### src/rtl/ntt_agu.sv
// rtl/ntt_agu.sv - NTT address generator: walks stages/row pairs, issues SRAM reads
// and presents read-aligned addresses, stride and twiddle exponents to the butterfly datapath.
module ntt_agu #(
  parameter int READ_LAT     = 1,
  parameter int DRAIN_CYCLES = 7,
  parameter int NUM_STAGES   = 10
) (
  input  logic       clk,
  input  logic       rst_n,
  input  logic       i_start,
  input  logic       i_stall,
  output logic       o_mem_ren,
  output logic [7:0] o_mem_raddr1,
  output logic [7:0] o_mem_raddr2,
  output logic [7:0] o_addr1,
  output logic [7:0] o_addr2,
  output logic [9:0] o_stride,
  output logic [8:0] o_twiddle_offset1,
  output logic [8:0] o_twiddle_offset2,
  output logic [8:0] o_twiddle_offset3,
  output logic [8:0] o_twiddle_offset4,
  output logic       o_valid,
  output logic       o_busy,
  output logic       o_done
);

  typedef enum logic [1:0] {S_IDLE, S_ISSUE, S_DRAIN, S_DONE} state_t;

  localparam logic [7:0] DRAIN_LAST = 8'(DRAIN_CYCLES - 1);
  localparam logic [3:0] LAST_STAGE = 4'(NUM_STAGES - 1);

  state_t      r_state;
  logic [3:0]  r_stage;
  logic [6:0]  r_pair;
  logic [7:0]  r_drain;

  logic [9:0]  w_stride;
  logic [2:0]  w_lg_dist;
  logic [7:0]  w_dist;
  logic [7:0]  w_lo_mask;
  logic [7:0]  w_pair8;
  logic [7:0]  w_addr1;
  logic [7:0]  w_addr2;
  logic [8:0]  w_tw [4];
  logic        w_ren;
  logic [61:0] w_fields;

  logic        r_pv [READ_LAT];
  logic [61:0] r_pd [READ_LAT];

  // Row distance is 2^(7-s), bottoming out at one row from stage 7 onward.
  assign w_stride  = 10'd512 >> r_stage;
  assign w_lg_dist = (r_stage < 4'd7) ? 3'(4'd7 - r_stage) : 3'd0;
  assign w_dist    = 8'd1 << w_lg_dist;
  assign w_lo_mask = w_dist - 8'd1;
  assign w_pair8   = {1'b0, r_pair};
  assign w_addr1   = (w_pair8 & w_lo_mask) | ((w_pair8 & ~w_lo_mask) << 1);
  assign w_addr2   = w_addr1 + w_dist;

  always_comb begin
    for (int k = 0; k < 4; k++) begin
      w_tw[k] = 9'(({w_addr1, 2'(k)} & (w_stride - 10'd1)) << r_stage);
    end
  end

  assign w_ren    = (r_state == S_ISSUE) && !i_stall;
  assign w_fields = {w_addr1, w_addr2, w_stride, w_tw[0], w_tw[1], w_tw[2], w_tw[3]};

  assign o_mem_ren    = w_ren;
  assign o_mem_raddr1 = w_ren ? w_addr1 : 8'd0;
  assign o_mem_raddr2 = w_ren ? w_addr2 : 8'd0;
  assign o_busy       = (r_state != S_IDLE);
  assign o_done       = (r_state == S_DONE);

  always_ff @(posedge clk or negedge rst_n) begin
    if (!rst_n) begin
      r_state <= S_IDLE;
      r_stage <= 4'd0;
      r_pair  <= 7'd0;
      r_drain <= 8'd0;
    end else begin
      case (r_state)
        S_IDLE: begin
          if (i_start) begin
            r_state <= S_ISSUE;
            r_stage <= 4'd0;
            r_pair  <= 7'd0;
          end
        end
        S_ISSUE: begin
          if (!i_stall) begin
            r_pair <= r_pair + 7'd1;
            if (r_pair == 7'd127) begin
              r_state <= S_DRAIN;
              r_drain <= 8'd0;
            end
          end
        end
        S_DRAIN: begin
          if (r_drain == DRAIN_LAST) begin
            r_drain <= 8'd0;
            if (r_stage == LAST_STAGE) begin
              r_state <= S_DONE;
            end else begin
              r_state <= S_ISSUE;
              r_stage <= r_stage + 4'd1;
            end
          end else begin
            r_drain <= r_drain + 8'd1;
          end
        end
        default: begin
          r_state <= S_IDLE;
          r_stage <= 4'd0;
        end
      endcase
    end
  end

  // Fields only load alongside a valid so they hold their last value across gaps.
  always_ff @(posedge clk or negedge rst_n) begin
    if (!rst_n) begin
      for (int i = 0; i < READ_LAT; i++) begin
        r_pv[i] <= 1'b0;
        r_pd[i] <= '0;
      end
    end else begin
      r_pv[0] <= w_ren;
      if (w_ren) r_pd[0] <= w_fields;
      for (int i = 1; i < READ_LAT; i++) begin
        r_pv[i] <= r_pv[i-1];
        if (r_pv[i-1]) r_pd[i] <= r_pd[i-1];
      end
    end
  end

  assign o_valid = r_pv[READ_LAT-1];
  assign {o_addr1, o_addr2, o_stride, o_twiddle_offset1, o_twiddle_offset2,
          o_twiddle_offset3, o_twiddle_offset4} = r_pd[READ_LAT-1];

endmodule
### config.mk
export PLATFORM = sky130hd
export DESIGN_NAME = ntt_agu
export DESIGN_NICKNAME = d
export VERILOG_FILES = /design/src/rtl/ntt_agu.sv
export SDC_FILE = /design/constraint.sdc
export NUM_CORES = 1
export LEC_CHECK = 0
export CAP_MARGIN = 20
export CORE_UTILIZATION = 48
export DETAILED_ROUTE_END_ITERATION = 7
export PLACE_DENSITY_LB_ADDON = 0.08
export SLEW_MARGIN = 5
export SYNTH_ARGS = -nofsm -noshare
export SYNTH_HDL_FRONTEND = slang
export SYNTH_SLANG_ARGS = --single-unit
export TNS_END_PERCENT = 1
### constraint.sdc
create_clock -name clk -period 3.3 [get_ports clk]
set_input_delay 0.99 -clock clk [delete_from_list [all_inputs] [get_ports clk]]
set_output_delay 0.99 -clock clk [all_outputs]
set_load 0.01 [all_outputs]
==> impl_metrics.tcl <==
set metrics [dict create \
    met1_length_um 5630 \
    antenna_cells 0 \
    fin_cells 748 \
    pwr_density_cell_nw_per_um2 603 \
    critPathRequiredTime_ns 2.31 \
    power.leakage_nw 2.89 \
    num_rows 35 \
    reg2reg_to "r_pd[8]$_DFFE_PN0P_" \
    dieHeight_um 99.4 \
    core_um2 9200 \
    slew_headroom_pct 65.4 \
    yosysMostFrequentCell "dfrtp_1" \
    gp_congestion 0.994 \
    synth_top_cell_by_area "dfrtp_1" \
    htree_levels 3 \
    wl_met3_um 754 \
    combPwrFrac_pct 41.3 \
    antenna_found_initial 0 \
    yosys_warnings 0 \
    endpoint_kind "output port" \
    fin_crit_ns 3.60 \
    die-area_um2 9880 \
    final_net_count 652 \
    drt-initial-drc-count 226 \
    total_power_mw 3.70 \
    die_width_um 99.4 \
    cts_sinks 80 \
    async_flop_share_pct 100 \
    rsz0062_at_grt "true" \
    route.detailed.drc 0 \
    worst_slack_ns -0.296 \
    worst_pin_slew_ns 0.516 \
    synth_area_per_cell_um2 9.07 \
    routed.top_layer "met4" \
    area_growth_pct 34.7 \
    wl_um 12800 \
    via_per_inst 5.74 \
    synth_top_area_share_pct 44.0 \
    min_period_over_period_pct 109 \
    num_vias 4294 \
    hold_start "r_pd[45]$_DFFE_PN0P_" \
    ys.flop_type "dfrtp_1" \
    ys_seq_area_share_pct 44.0 \
    p_int_mw 2.41 \
    netlist_top_cells_count "dfrtp_1 (80), nand2_1 (64), o21ai_0 (54)" \
    ir_drop_mv 0.302 \
    cts_root_buf "clkbuf_8" \
    port_buffers 82 \
    postPlaceCellArea_um2 5860 \
    hpwl_um 9310 \
    met2_length_um 6050 \
    design_area_um2 6130 \
    ant_nets 0 \
    max_freq_ghz 0.278 \
    fin_worst_skew_ns 0.0110 \
    r2r_cells 13 \
    violations "setup timing" \
    drive_above_1_share_pct 20.7 \
    switching_share_pct 34.8 \
    synth_seq_cells 80 \
    crit_type "reg -> out" \
    clk_path_buf_depth 2 \
    syn-cell-area_um2 4550 \
    synth_edf_count 0 \
    cp_max_fo 3 \
    cts_tree "done" \
    grtUsageTotal_pct 27.5 \
    status "complete, but fails checks" \
    finalSetupViolations 10 \
    maxCapViolCount 0 \
    drv_slew 0 \
    p_seq_share_pct 37.6 \
    fin_util_pct 66.7 \
    power_frac_clock_pct 21.1 \
    reg2reg_slack_ns 0.05 \
    start_util_pct 49.5 \
    grt_pass1_vias 4224 \
    grt_start_max_net_pins 81 \
    r2r_start "r_stage[0]$_DFFE_PN0P_" \
    numCtsBuffers 9 \
    synth_area_leaders "dfrtp_1 (44%), o21ai_0 (5.9%), nand2_1 (5.3%)" \
    ios 86 \
    timing.hold.ws_ns 0.469 \
    grt-ovfl-total 0 \
    synth_cells 502 \
    path_clk_slew_ns 0.09 \
    dp.cells 730 \
    p_switching_mw 1.29 \
    crit_path_start_kind "register" \
    hold_viol 0 \
    hold_path_end "r_pd[45]$_DFFE_PN0P_" \
    min_path_type "reg -> reg" \
    cp.arrival_ns 2.61 \
    hold_path_depth 2 \
    insertion_delay_ns 0.36 \
    avgRoutedWirePerCell_um 17.1 \
    grt_pass1_wl_um 21200 \
    yosysUniqueCellTypes 66 \
    first_pass_iters 4 \
]
stage by stage:
step                      setup WS [ns]  setup TNS [ns]
after CTS                        -0.308           -1.54
after detailed placement         -0.476           -6.35
after floorplan                  0.0255               0
final                            -0.296           -1.47
after global placement           -0.434           -5.89
after global routing             -0.482           -3.71
critical path, stage by stage (launching register included):
cell	delay (ns)
dfrtp_1	0.40
ha_2	0.20
nand2_1	0.08
nand3_2	0.09
nor3_4	0.16
nor2_1	0.07
ha_1	0.33
a21o_1	0.21
a21oi_2	0.15
o21bai_1	0.07
a21oi_1	0.15
xnor2_1	0.15
nor2_2	0.06
buf_2	0.14
kinds of logic (layout without fill, tap and decap cells):
family | Yosys count | after routing | synth area share (%)
AND/OR/NAND/NOR | 172 | 172 | 17.1
multiplexers | 6 | 6 | 1.57
AO/OA/AOI/OAI | 163 | 163 | 24.7
flip-flops | 80 | 80 | 44.0
XOR/XNOR | 13 | 13 | 2.50
buffers and inverters | 51 | 183 | 5.66
adder cells (fa/ha/maj) | 16 | 16 | 4.40
other | 1 | 4 | 0.0824
final cells by class:
type | instances | area [um^2]
Timing Repair Buffer | 151 | 1340
Inverter | 16 | 62.6
Tap cell | 111 | 139
Clock inverter | 6 | 75.1
Clock buffer | 10 | 138
Multi-Input combinational cell | 374 | 2380
Sequential cell | 80 | 2000
Fill cell | 782 | 3060
sequential cells by signal, indices dropped and copies added, names as in the netlist:
register,count
o_valid,1
r_drain,8
r_pair,7
r_pd,58
r_stage,4
r_state,2
what timing repair did:
action | CTS | global route
pin swaps | 12 | 2
resized for setup | 46 | 12
hold buffers | 0 | 0
setup buffers | 0 | 2
setup endpoints to repair | 17 | 28
cells in the final DEF (no fill, tap or decap), types with 8 or more instances in the layout:
master	instances
ha_1	14
inv_1	12
nand2_1	64
a22o_1	13
nand3_1	8
nor2_1	44
clkbuf_8	10
clkdlybuf4s50_1	64
dfrtp_1	80
a21o_1	21
xnor2_1	8
nor3_1	12
o21ai_0	54
a21oi_1	15
buf_4	68
power by group through the flow:
| stage | clock network (mW) | registers [mW] | logic, mW |
|---|---|---|---|
| global placement | 0 | 1.40 | 1.51 |
| floorplan | 0 | 1.50 | 0.610 |
| global route | 0.840 | 1.42 | 1.67 |
| finish | 0.779 | 1.39 | 1.53 |
| CTS | 0.796 | 1.39 | 1.53 |
| detailed placement | 0 | 1.41 | 1.53 |
metal layers:
| layer | global-route usage (%) | vias up |
|---|---|---|
| li1 | - | 2033 |
| met4 | 11.4 | 0 |
| met1 | 36.8 | 2047 |
| met3 | 5.27 | 36 |
| met5 | 0 | - |
| met2 | 43.9 | 178 |
worst max path at each step:
stage,slack (ns),startpoint,endpoint,cells after the start
after floorplan,0.03,r_stage[0]$_DFFE_PN0P_,o_mem_raddr2[7],12
after global placement,-0.43,i_stall,o_mem_raddr1[7],5
after detailed placement,-0.48,i_stall,o_mem_raddr1[7],5
after CTS,-0.31,r_stage[0]$_DFFE_PN0P_,o_mem_raddr2[6],13
after global routing,-0.48,r_stage[0]$_DFFE_PN0P_,o_mem_raddr2[7],13
final,-0.30,r_stage[0]$_DFFE_PN0P_,o_mem_raddr2[7],13
Power figures use the tool's default switching activity.
